## src/rtl/sw_pkg.sv

```systemverilog
// Shared definitions for the switch conditioner: FSM encoding and 50 MHz default timing.
package sw_pkg;

    typedef enum logic [1:0] {
        IDLE_LO = 2'd0,
        WAIT_HI = 2'd1,
        IDLE_HI = 2'd2,
        WAIT_LO = 2'd3
    } sw_state_e;

    localparam int DEB_CYCLES_DEF  = 1_000_000;   // 20 ms at 50 MHz
    localparam int LONG_CYCLES_DEF = 50_000_000;  // 1 s at 50 MHz

    function automatic int max_int(input int a, input int b);
        return (a > b) ? a : b;
    endfunction

endpackage

```

## src/rtl/sw_debounce_if.sv

```systemverilog
// Switch-side bundle: raw switch in, conditioned level/strobes/count out.
interface sw_debounce_if;
    logic       iSW;
    logic       oSW_STABLE;
    logic       oRISE;
    logic       oFALL;
    logic [7:0] oCNT;
    logic       oLONG;

    modport master (output iSW, input oSW_STABLE, oRISE, oFALL, oCNT, oLONG);
    modport slave  (input iSW, output oSW_STABLE, oRISE, oFALL, oCNT, oLONG);
endinterface

```

## src/rtl/sw_debounce_sync2.sv

```systemverilog
// Generic two-flop synchroniser with synchronous reset to 0, for any asynchronous input.
module sync2 #(
    parameter int WIDTH = 1
) (
    input  logic             clk,
    input  logic             srst,
    input  logic [WIDTH-1:0] d,
    output logic [WIDTH-1:0] q
);
    logic [WIDTH-1:0] s1_q, s1_d;
    logic [WIDTH-1:0] s2_q, s2_d;

    always_comb begin
        s1_d = d;
        s2_d = s1_q;
    end

    always_ff @(posedge clk) begin
        if (srst) begin
            s1_q <= '0;
            s2_q <= '0;
        end else begin
            s1_q <= s1_d;
            s2_q <= s2_d;
        end
    end

    assign q = s2_q;
endmodule

```

## src/rtl/sw_debounce.sv

```systemverilog
// Debounced switch: level, edge strobes, press counter and optional long-press strobe.
// Long-press detection is built only when SW_DEBOUNCE_LONGPRESS_EN is defined.
module sw_debounce
    import sw_pkg::*;
#(
    parameter int DEB_CYCLES  = DEB_CYCLES_DEF,
    parameter int LONG_CYCLES = LONG_CYCLES_DEF
) (
    input  logic          iCLK,
    input  logic          iRST,
    sw_debounce_if.slave  sw_bus
);
    localparam int CNT_W = $clog2(max_int(DEB_CYCLES, LONG_CYCLES)) + 1;
    localparam logic [CNT_W-1:0] DEB_LAST = CNT_W'(DEB_CYCLES - 1);

    logic            sw_sync;
    sw_state_e       state_q, state_d;
    logic [CNT_W-1:0] deb_cnt_q, deb_cnt_d;
    logic            accept_hi, accept_lo;
    logic            stable_q, stable_d;
    logic            rise_q, rise_d;
    logic            fall_q, fall_d;
    logic [7:0]      press_cnt_q, press_cnt_d;

    sync2 #(.WIDTH(1)) u_sync2 (
        .clk  (iCLK),
        .srst (iRST),
        .d    (sw_bus.iSW),
        .q    (sw_sync)
    );

    always_ff @(posedge iCLK) begin
        if (iRST) begin
            state_q   <= IDLE_LO;
            deb_cnt_q <= '0;
        end else begin
            state_q   <= state_d;
            deb_cnt_q <= deb_cnt_d;
        end
    end

    // Counter holds at DEB_LAST on acceptance, so it can never wrap.
    always_comb begin
        state_d   = state_q;
        deb_cnt_d = deb_cnt_q;
        case (state_q)
            IDLE_LO: if (sw_sync) begin
                state_d   = WAIT_HI;
                deb_cnt_d = '0;
            end
            WAIT_HI: begin
                if (!sw_sync)                  state_d   = IDLE_LO;
                else if (deb_cnt_q == DEB_LAST) state_d   = IDLE_HI;
                else                           deb_cnt_d = deb_cnt_q + CNT_W'(1);
            end
            IDLE_HI: if (!sw_sync) begin
                state_d   = WAIT_LO;
                deb_cnt_d = '0;
            end
            WAIT_LO: begin
                if (sw_sync)                   state_d   = IDLE_HI;
                else if (deb_cnt_q == DEB_LAST) state_d   = IDLE_LO;
                else                           deb_cnt_d = deb_cnt_q + CNT_W'(1);
            end
            default: state_d = IDLE_LO;
        endcase
    end

    always_comb begin
        accept_hi   = (state_q == WAIT_HI) &&  sw_sync && (deb_cnt_q == DEB_LAST);
        accept_lo   = (state_q == WAIT_LO) && !sw_sync && (deb_cnt_q == DEB_LAST);
        stable_d    = stable_q;
        if (accept_hi) stable_d = 1'b1;
        if (accept_lo) stable_d = 1'b0;
        rise_d      = accept_hi;
        fall_d      = accept_lo;
        press_cnt_d = press_cnt_q + {7'd0, accept_hi};
    end

    always_ff @(posedge iCLK) begin
        if (iRST) begin
            stable_q    <= 1'b0;
            rise_q      <= 1'b0;
            fall_q      <= 1'b0;
            press_cnt_q <= 8'd0;
        end else begin
            stable_q    <= stable_d;
            rise_q      <= rise_d;
            fall_q      <= fall_d;
            press_cnt_q <= press_cnt_d;
        end
    end

    assign sw_bus.oSW_STABLE = stable_q;
    assign sw_bus.oRISE      = rise_q;
    assign sw_bus.oFALL      = fall_q;
    assign sw_bus.oCNT       = press_cnt_q;

`ifdef SW_DEBOUNCE_LONGPRESS_EN
    localparam logic [CNT_W-1:0] LONG_LAST = CNT_W'(LONG_CYCLES - 1);

    logic [CNT_W-1:0] long_cnt_q, long_cnt_d;
    logic             long_q, long_d;

    // Strobe fires on the step into LONG_LAST; saturating there gives one pulse per press.
    always_comb begin
        long_cnt_d = '0;
        long_d     = 1'b0;
        if (state_q == IDLE_HI) begin
            if (long_cnt_q != LONG_LAST) begin
                long_cnt_d = long_cnt_q + CNT_W'(1);
                long_d     = (long_cnt_d == LONG_LAST);
            end else begin
                long_cnt_d = long_cnt_q;
            end
        end
    end

    always_ff @(posedge iCLK) begin
        if (iRST) begin
            long_cnt_q <= '0;
            long_q     <= 1'b0;
        end else begin
            long_cnt_q <= long_cnt_d;
            long_q     <= long_d;
        end
    end

    assign sw_bus.oLONG = long_q;
`else
    assign sw_bus.oLONG = 1'b0;
`endif

endmodule

```

## src/flat_wrapper.sv

```systemverilog
// flat-port wrapper written by rule: the top's interface ports become plain ports
module sw_debounce_flat import sw_pkg::*;
#(
    parameter int DEB_CYCLES  = DEB_CYCLES_DEF,
    parameter int LONG_CYCLES = LONG_CYCLES_DEF
)
  (iCLK, iRST, sw_bus_iSW, sw_bus_oSW_STABLE, sw_bus_oRISE, sw_bus_oFALL, sw_bus_oCNT, sw_bus_oLONG);
  sw_debounce_if sw_bus_i ();
  input  logic iCLK;
  input  logic iRST;
  input wire logic [$bits(sw_bus_i.iSW)-1:0] sw_bus_iSW;
  output wire logic [$bits(sw_bus_i.oSW_STABLE)-1:0] sw_bus_oSW_STABLE;
  output wire logic [$bits(sw_bus_i.oRISE)-1:0] sw_bus_oRISE;
  output wire logic [$bits(sw_bus_i.oFALL)-1:0] sw_bus_oFALL;
  output wire logic [$bits(sw_bus_i.oCNT)-1:0] sw_bus_oCNT;
  output wire logic [$bits(sw_bus_i.oLONG)-1:0] sw_bus_oLONG;
  assign sw_bus_i.iSW = sw_bus_iSW;
  assign sw_bus_oSW_STABLE = sw_bus_i.oSW_STABLE;
  assign sw_bus_oRISE = sw_bus_i.oRISE;
  assign sw_bus_oFALL = sw_bus_i.oFALL;
  assign sw_bus_oCNT = sw_bus_i.oCNT;
  assign sw_bus_oLONG = sw_bus_i.oLONG;
  sw_debounce #(.DEB_CYCLES(DEB_CYCLES), .LONG_CYCLES(LONG_CYCLES)) u_core (.iCLK(iCLK), .iRST(iRST), .sw_bus(sw_bus_i));
endmodule
```

## config.mk

```make
export PLATFORM = sky130hd
export DESIGN_NAME = sw_debounce_flat
export DESIGN_NICKNAME = d
export VERILOG_FILES = /design/src/rtl/sw_pkg.sv /design/src/rtl/sw_debounce_if.sv /design/src/rtl/sw_debounce_sync2.sv /design/src/rtl/sw_debounce.sv /design/src/flat_wrapper.sv
export SDC_FILE = /design/constraint.sdc
export NUM_CORES = 1
export LEC_CHECK = 0
export ABC_AREA = 1
export ABC_CLOCK_PERIOD_IN_PS = 2700
export BUFFER_PORTS_ARGS = -buffer_cell sky130_fd_sc_hd__clkbuf_2
export CORE_ASPECT_RATIO = 1.75
export CORE_UTILIZATION = 61
export CTS_CLUSTER_SIZE = 28
export DETAILED_ROUTE_END_ITERATION = 16
export GPL_ROUTABILITY_DRIVEN = 1
export PLACE_DENSITY = 0.77
export REMOVE_ABC_BUFFERS = 1
export SYNTH_ARGS = -nofsm -noshare
export SYNTH_HDL_FRONTEND = slang
export SYNTH_HIERARCHICAL = 1
export SYNTH_SLANG_ARGS = --single-unit
```

## constraint.sdc

```tcl
create_clock -name iCLK -period 2.7 [get_ports iCLK]
set_clock_uncertainty 0.2 [all_clocks]
set_input_delay 0.27 -clock iCLK [delete_from_list [all_inputs] [get_ports iCLK]]
set_output_delay 0.27 -clock iCLK [all_outputs]
set_load 0.1 [all_outputs]
```

# Word-level counts from Yosys, hierarchy flattened

Cells that the tools add are included.
W data, S select, Z words.

Flip-flop bits (word level): 42
Bits of input ports: 3
Output and inout port bits: 12

$add $sub $neg: 2
Equal/unequal tests: 10
Muxes and demuxes: 13
Reduce and logical (&&, ||, !) cells: 9

Operators by type and width:

| cell                    | count |
|---|---|
| $mux W27                | 5 |
| $pmux W27 S4            | 1 |
| $add A27 B1 Y27 const B | 1 |
| $eq A27 B20 Y1 const B  | 1 |
| $mux W2                 | 6 |
| $add A8 B1 Y8           | 1 |
| $ne A2 B2 Y1 const B    | 4 |
| $pmux W2 S4             | 1 |
| $reduce_and A4 Y1       | 2 |
| $ne A3 B2 Y1 const B    | 2 |
| $eq A2 B2 Y1 const B    | 2 |
| $logic_and A1 B1 Y1     | 4 |
| $eq A2 B1 Y1 const B    | 1 |
| $logic_not A2 Y1        | 1 |
| $reduce_or A2 Y1        | 1 |
| $logic_not A1 Y1        | 1 |

# Longest topological paths before layout

Depth after elaboration: 4
Depth in mapped cells: 17

# Cells and area by module

Netlist, hierarchy kept.

By module, submodules not included:

| module      | instances | cells an instance | area an instance (um^2) |
|---|---|---|---|
| sw_debounce | 1         | 381               | 2539.9 |
| sync2       | 1         | 6                 | 55.1 |

# Worst setup path before layout

No wires, ideal clock.

Kind: reg-to-reg
From: register u_core.deb_cnt_q[1]
To: register u_core.press_cnt_q[7] (netlist: u_core/sw_bus.oCNT[7])
Arrival time: 2240 ps
Required time: 2421 ps
Slack: 182 ps
Stages on the path, launching flop included: 14
Clock period less this slack: 2518 ps
Path through: dfxtp_1 -> ha_1 -> nand3_2 -> nor3_4 -> nand2_4 -> nor2_2 -> nand2_1 -> inv_1 -> ha_1 -> nand4_1 -> or2_2 -> nor2_1 -> a21oi_1 -> nor3_1

Cells in the longest elaborated chain, start to end: 3

RTL lines:

| item                   | line              | text |
|---|---|---|
| from (decl)            | sw_debounce.sv:18 | `logic [CNT_W-1:0] deb_cnt_q, deb_cnt_d;` |
| from (signal assigned) | sw_debounce.sv:38 | `deb_cnt_q <= deb_cnt_d;` |
| $eq A27 B20 Y1         | sw_debounce.sv:70 | `accept_hi = (state_q == WAIT_HI) && sw_sync && (deb_cnt_q == DEB_LAST);` |
| $logic_and A1 B1 Y1    | sw_debounce.sv:70 |  |
| via u_core.accept_hi   | sw_debounce.sv:19 | `logic accept_hi, accept_lo;` |
| $add A8 B1 Y8          | sw_debounce.sv:77 | `press_cnt_d = press_cnt_q + {7'd0, accept_hi};` |
| to (signal assigned)   | sw_debounce.sv:90 | `press_cnt_q <= press_cnt_d;` |
| to (decl)              | sw_debounce.sv:23 | `logic [7:0] press_cnt_q, press_cnt_d;` |

The timed path passes the listed nets, and every way through them passes these cells.
A chain may end at the register's enable or synchronous reset.

# Final worst setup path

From: register u_core.deb_cnt_q[17]
To: register u_core.press_cnt_q[7] (netlist: u_core/sw_bus.oCNT[7])

The elaborated chain is that of the path after synthesis.

==> summary.md <==
| Metric | Value |
|---|---|
| Outcome | finished, final reports clean |
| CP most frequent cell | nand2_1 |
| Slew at the pin with the worst max-slew slack | 547 ps |
| Period minus WS final | 2460 ps |
| Max Root-Sink Buffers | 2 |
| Clock sinks | between 40 and 50 |
| Area of the die | ~4500 um^2 |
| Peak Freq | roughly 400 MHz |
| Clock latency on the worst-skew pair | 300 ps |
| Total of warnings raised by yosys | 6 |
| Top fanout value on the critical path | 4 |
| Worst Hold Class | flip-flop to flip-flop |
| Area of the core | just over 4000 um^2 |
| Post-Syn Instances | slightly below 400 |
| Die Span Y | approximately 88 um |
| Kind of end point of the critical path | flip-flop |
| Unrepaired setup endpoints after global routing | no |
| Number of I/O port buffers | 13 |
| Most area-hungry cell type in the Yosys netlist | dfxtp_1 |
| Tot GR Track Use | 29.5% |
| Last weighted congestion value of the routability-driven placer | 0.945 |
| Least setup slack across all paths after layout | 236 ps |
| Post-route DRC violation count | 0 |
| Placed wire-length estimate | 4380 um |
| Total Neg Setup Slack | 0 ps |
| Sequential cell fraction of total power | ~54% |
| Static leakage power | around 1.1 nW |
| Pin count of the biggest net entering global routing | 29 |
| Clock tree from TritonCTS | built |
| Antenna violations before repair | 0 |
| Total detailed-routing wirelength | roughly 6300 um |
| Number of DRC markers after the initial detailed-route iteration | between 100 and 150 |
| Post-layout utilization of the core | 70.1% |
| Clock transition at the registers of the reported paths | roughly 80 ps |
| Number of top-level pins | 15 |
| Layout cells sized above 1 | about a fifth |
| Die Width | slightly above 50 um |
| Internal power consumption | 0.903 mW |
| Number of clock buffers inserted by TritonCTS | 5 |
| Part of the power in the clock network | a little over two fifths |
| Starting utilization of the core area | between 60 and 70% |
| Power share of the combinational group | under 10% |
| Proportion of synthesized chip area in sequential cells | around 32% |
| Total via count in the routed design | between 2k and 3k |
| Detailed-route vias per instance | around 5.6 |
| Synth top area share | around a third |
| Fraction of the cycle the final worst path needs | 91.2% |
| Synth top area cells | dfxtp_1 32%, nand2_1 14%, nor2_1 9.1%, inv_1 6.4%, nand3_1 6.4% |
| Worst path buffer plus inverter count | 1 |
| Setup WS pre-CTS | around 90 ps |
| Global-route wire length before repair | between 10000 and 15000 um |
| Max Cap Viol | 0 |
| Area Overhead vs Synth | 11.0% |
| Master of the slowest instance on the critical path | dfxtp_1 |
| Arrival @ worst endpoint | between 2000 and 2500 ps |
| Count of final setup violators | 0 |
| Synthesized area per cell | between 6 and 7 um^2 |
| Detailed-routing iteration count for the pre-antenna-repair pass | 5 |
| Cell row count | 31 |
| CTS Root Buffer Type | clkbuf_8 |
| Peak per-stage delay on the critical path | slightly above 400 ps |
| Average wire per standard cell | about 14 um |
| Total inserted antenna cells | 0 |
| Count of pins over their slew limit | 0 |
| Post-synthesis instance area | about 2600 um^2 |
| Cell family contributing the most delay on the critical path | simple AND/OR/NAND/NOR gates |
| NumNets Final | 415 |
| Sw Ratio | 22.2% |
| Setup bufs post-CTS | 0 |
| Number of global-route vias before repair | 2312 |
| Number of nets still failing antenna checks after routing | 0 |
| Data required time of the worst path | about 2700 ps |
| Number of fill cells | around 350 |
| Sw power | 0.257 mW |
| Flop and latch count out of synthesis | 42 |
| Total congestion overflow | 0 |
| Total chip power | ~1.2 mW |
| H-Tree Level Count | 2 |
| Classification of the worst setup path | flip-flop to flip-flop |
| Startpoint type of the worst setup path | flip-flop |
| Worst hold slack | ~210 ps |
| CP Cell Sequence | nand2_1, nor2_1, nand2_1, nor2_4, nand2_4, nor2_4, nand2_1, inv_1, ha_1, nand4_1, or2_2, nor2_2, and3_1, nor3_1 |
| Maximum vdd drop | between 0.4 and 0.5 mV |
| Total power per unit cell area | 403 nW/um^2 |
| Synth cell types | 32 |
| Slew margin rel. | between 60% and 70% |
| Number of endpoints with negative hold slack in the final report | 0 |
-- worst min-delay path, delay by kind of cell (launching register included) --
family	cells	cell delay [ps]
flops	1	300
buf+inv	1	40
simple gates	1	30
-- flip-flops by register name, indices dropped and copies added (netlist names), named ones only --
register	count
u_core/deb_cnt_q	27
u_core/state_q	1
u_core/sw_bus.oCNT	8
u_core/sw_bus.oFALL	1
u_core/sw_bus.oRISE	1
u_core/sw_bus.oSW_STABLE	1
u_core/u_sync2/q	1
u_core/u_sync2/s1_q	1
-- cells by family after synthesis --
| logic type | share of synthesized area (%) |
|---|---|
| AND/OR/NAND/NOR | 44.2 |
| AO/OA/AOI/OAI | 8.73 |
| other | 0.145 |
| adder cells (fa/ha/maj) | 1.45 |
| XOR/XNOR | 3.37 |
| buffers and inverters | 9.69 |
| flip-flops | 32.4 |
-- power groups by stage --
stage / sequential [mW] / combinational, mW / clock (mW)
2_1_floorplan: 0.636 / 0.0220 / 0
3_3_place_gp: 0.636 / 0.0395 / 0
3_5_place_dp: 0.636 / 0.0393 / 0
4_1_cts: 0.622 / 0.0405 / 0.512
5_1_grt: 0.621 / 0.0434 / 0.533
6_report: 0.621 / 0.0408 / 0.499
-- cell usage after synthesis --
cell / instances
nand2_1: 95
nor2_1: 63
inv_1: 44
dfxtp_1: 42
nand3_1: 33
a21oi_1: 21
nand4_1: 13
nand3_2: 12
xor2_1: 10
a21oi_2: 9
o21ai_0: 7
nor2_2: 6
nor3_1: 4
buf_4: 3
clkbuf_1: 3
ha_1: 3
buf_2: 2
nor2_4: 2
nor3_2: 2
and3_1: 1
buf_1: 1
buf_12: 1
buf_8: 1
conb_1: 1
inv_2: 1
nand2_4: 1
nand2_8: 1
nand3b_1: 1
nor2_8: 1
nor3_4: 1
o21bai_1: 1
or2_2: 1
-- final timing paths --
check | start | end | slack (ps) | cells past startpoint
hold reg to reg | u_core/u_sync2/s1_q$_SDFF_PP0_ | u_core/u_sync2/q$_SDFF_PP0_ | 210 | 2
setup / recovery | u_core/deb_cnt_q[17]$_SDFFE_PP0P_ | u_core/sw_bus.oCNT[7]$_SDFF_PP0_ | 240 | 14
hold / removal | u_core/u_sync2/s1_q$_SDFF_PP0_ | u_core/u_sync2/q$_SDFF_PP0_ | 210 | 2
setup reg to reg | u_core/deb_cnt_q[17]$_SDFFE_PP0P_ | u_core/sw_bus.oCNT[7]$_SDFF_PP0_ | 240 | 14
-- layout make-up --
class	instances	area (um^2)	share of cell area (%)
repair buffers	26	165	5.73
inverters	45	169	5.86
flip-flops and latches	42	852	29.6
multi-input cells	289	1520	52.9
clock inverters	2	37.5	1.30
clock buffers	6	72.6	2.52
well taps	49	61.3	2.13
-- stage by stage --
stage | area [um^2] | instances
2_1_floorplan | 2510 | 376
3_3_place_gp | 2730 | 450
3_5_place_dp | 2730 | 450
4_1_cts | 2850 | 459
5_1_grt | 2880 | 459
6_report | 2880 | 459
-- placed cells by master (no fill, tap or decap), types with 2 or more instances in the layout --
master / instances
nand2_1: 94
nor2_1: 61
inv_1: 44
dfxtp_1: 35
nand3_1: 33
a21oi_1: 21
clkbuf_2: 13
nand4_1: 13
nand3_2: 12
buf_4: 12
xor2_1: 10
a21oi_2: 9
o21ai_0: 7
nor2_2: 6
dfxtp_2: 6
clkbuf_8: 5
nor2_4: 4
nor3_1: 4
nor3_2: 2
ha_1: 2
-- per-layer routing --
metal | vias up | global-route usage (%) | wire length, um
met1 | 1182 | 30.8 | 2480
met2 | 81 | 54.8 | 3320
li1 | 1279 | - | -
met4 | 0 | 16.5 | 204
met3 | 21 | 4.47 | 325
met5 | - | 0 | 0
-- what timing repair did --
item,in CTS,in global routing
hold endpoints to repair,1,0
endpoints found under the setup margin,0,2
gates resized for setup,0,14
hold buffers,1,0
No activity file was read; power rests on OpenSTA's default activity.
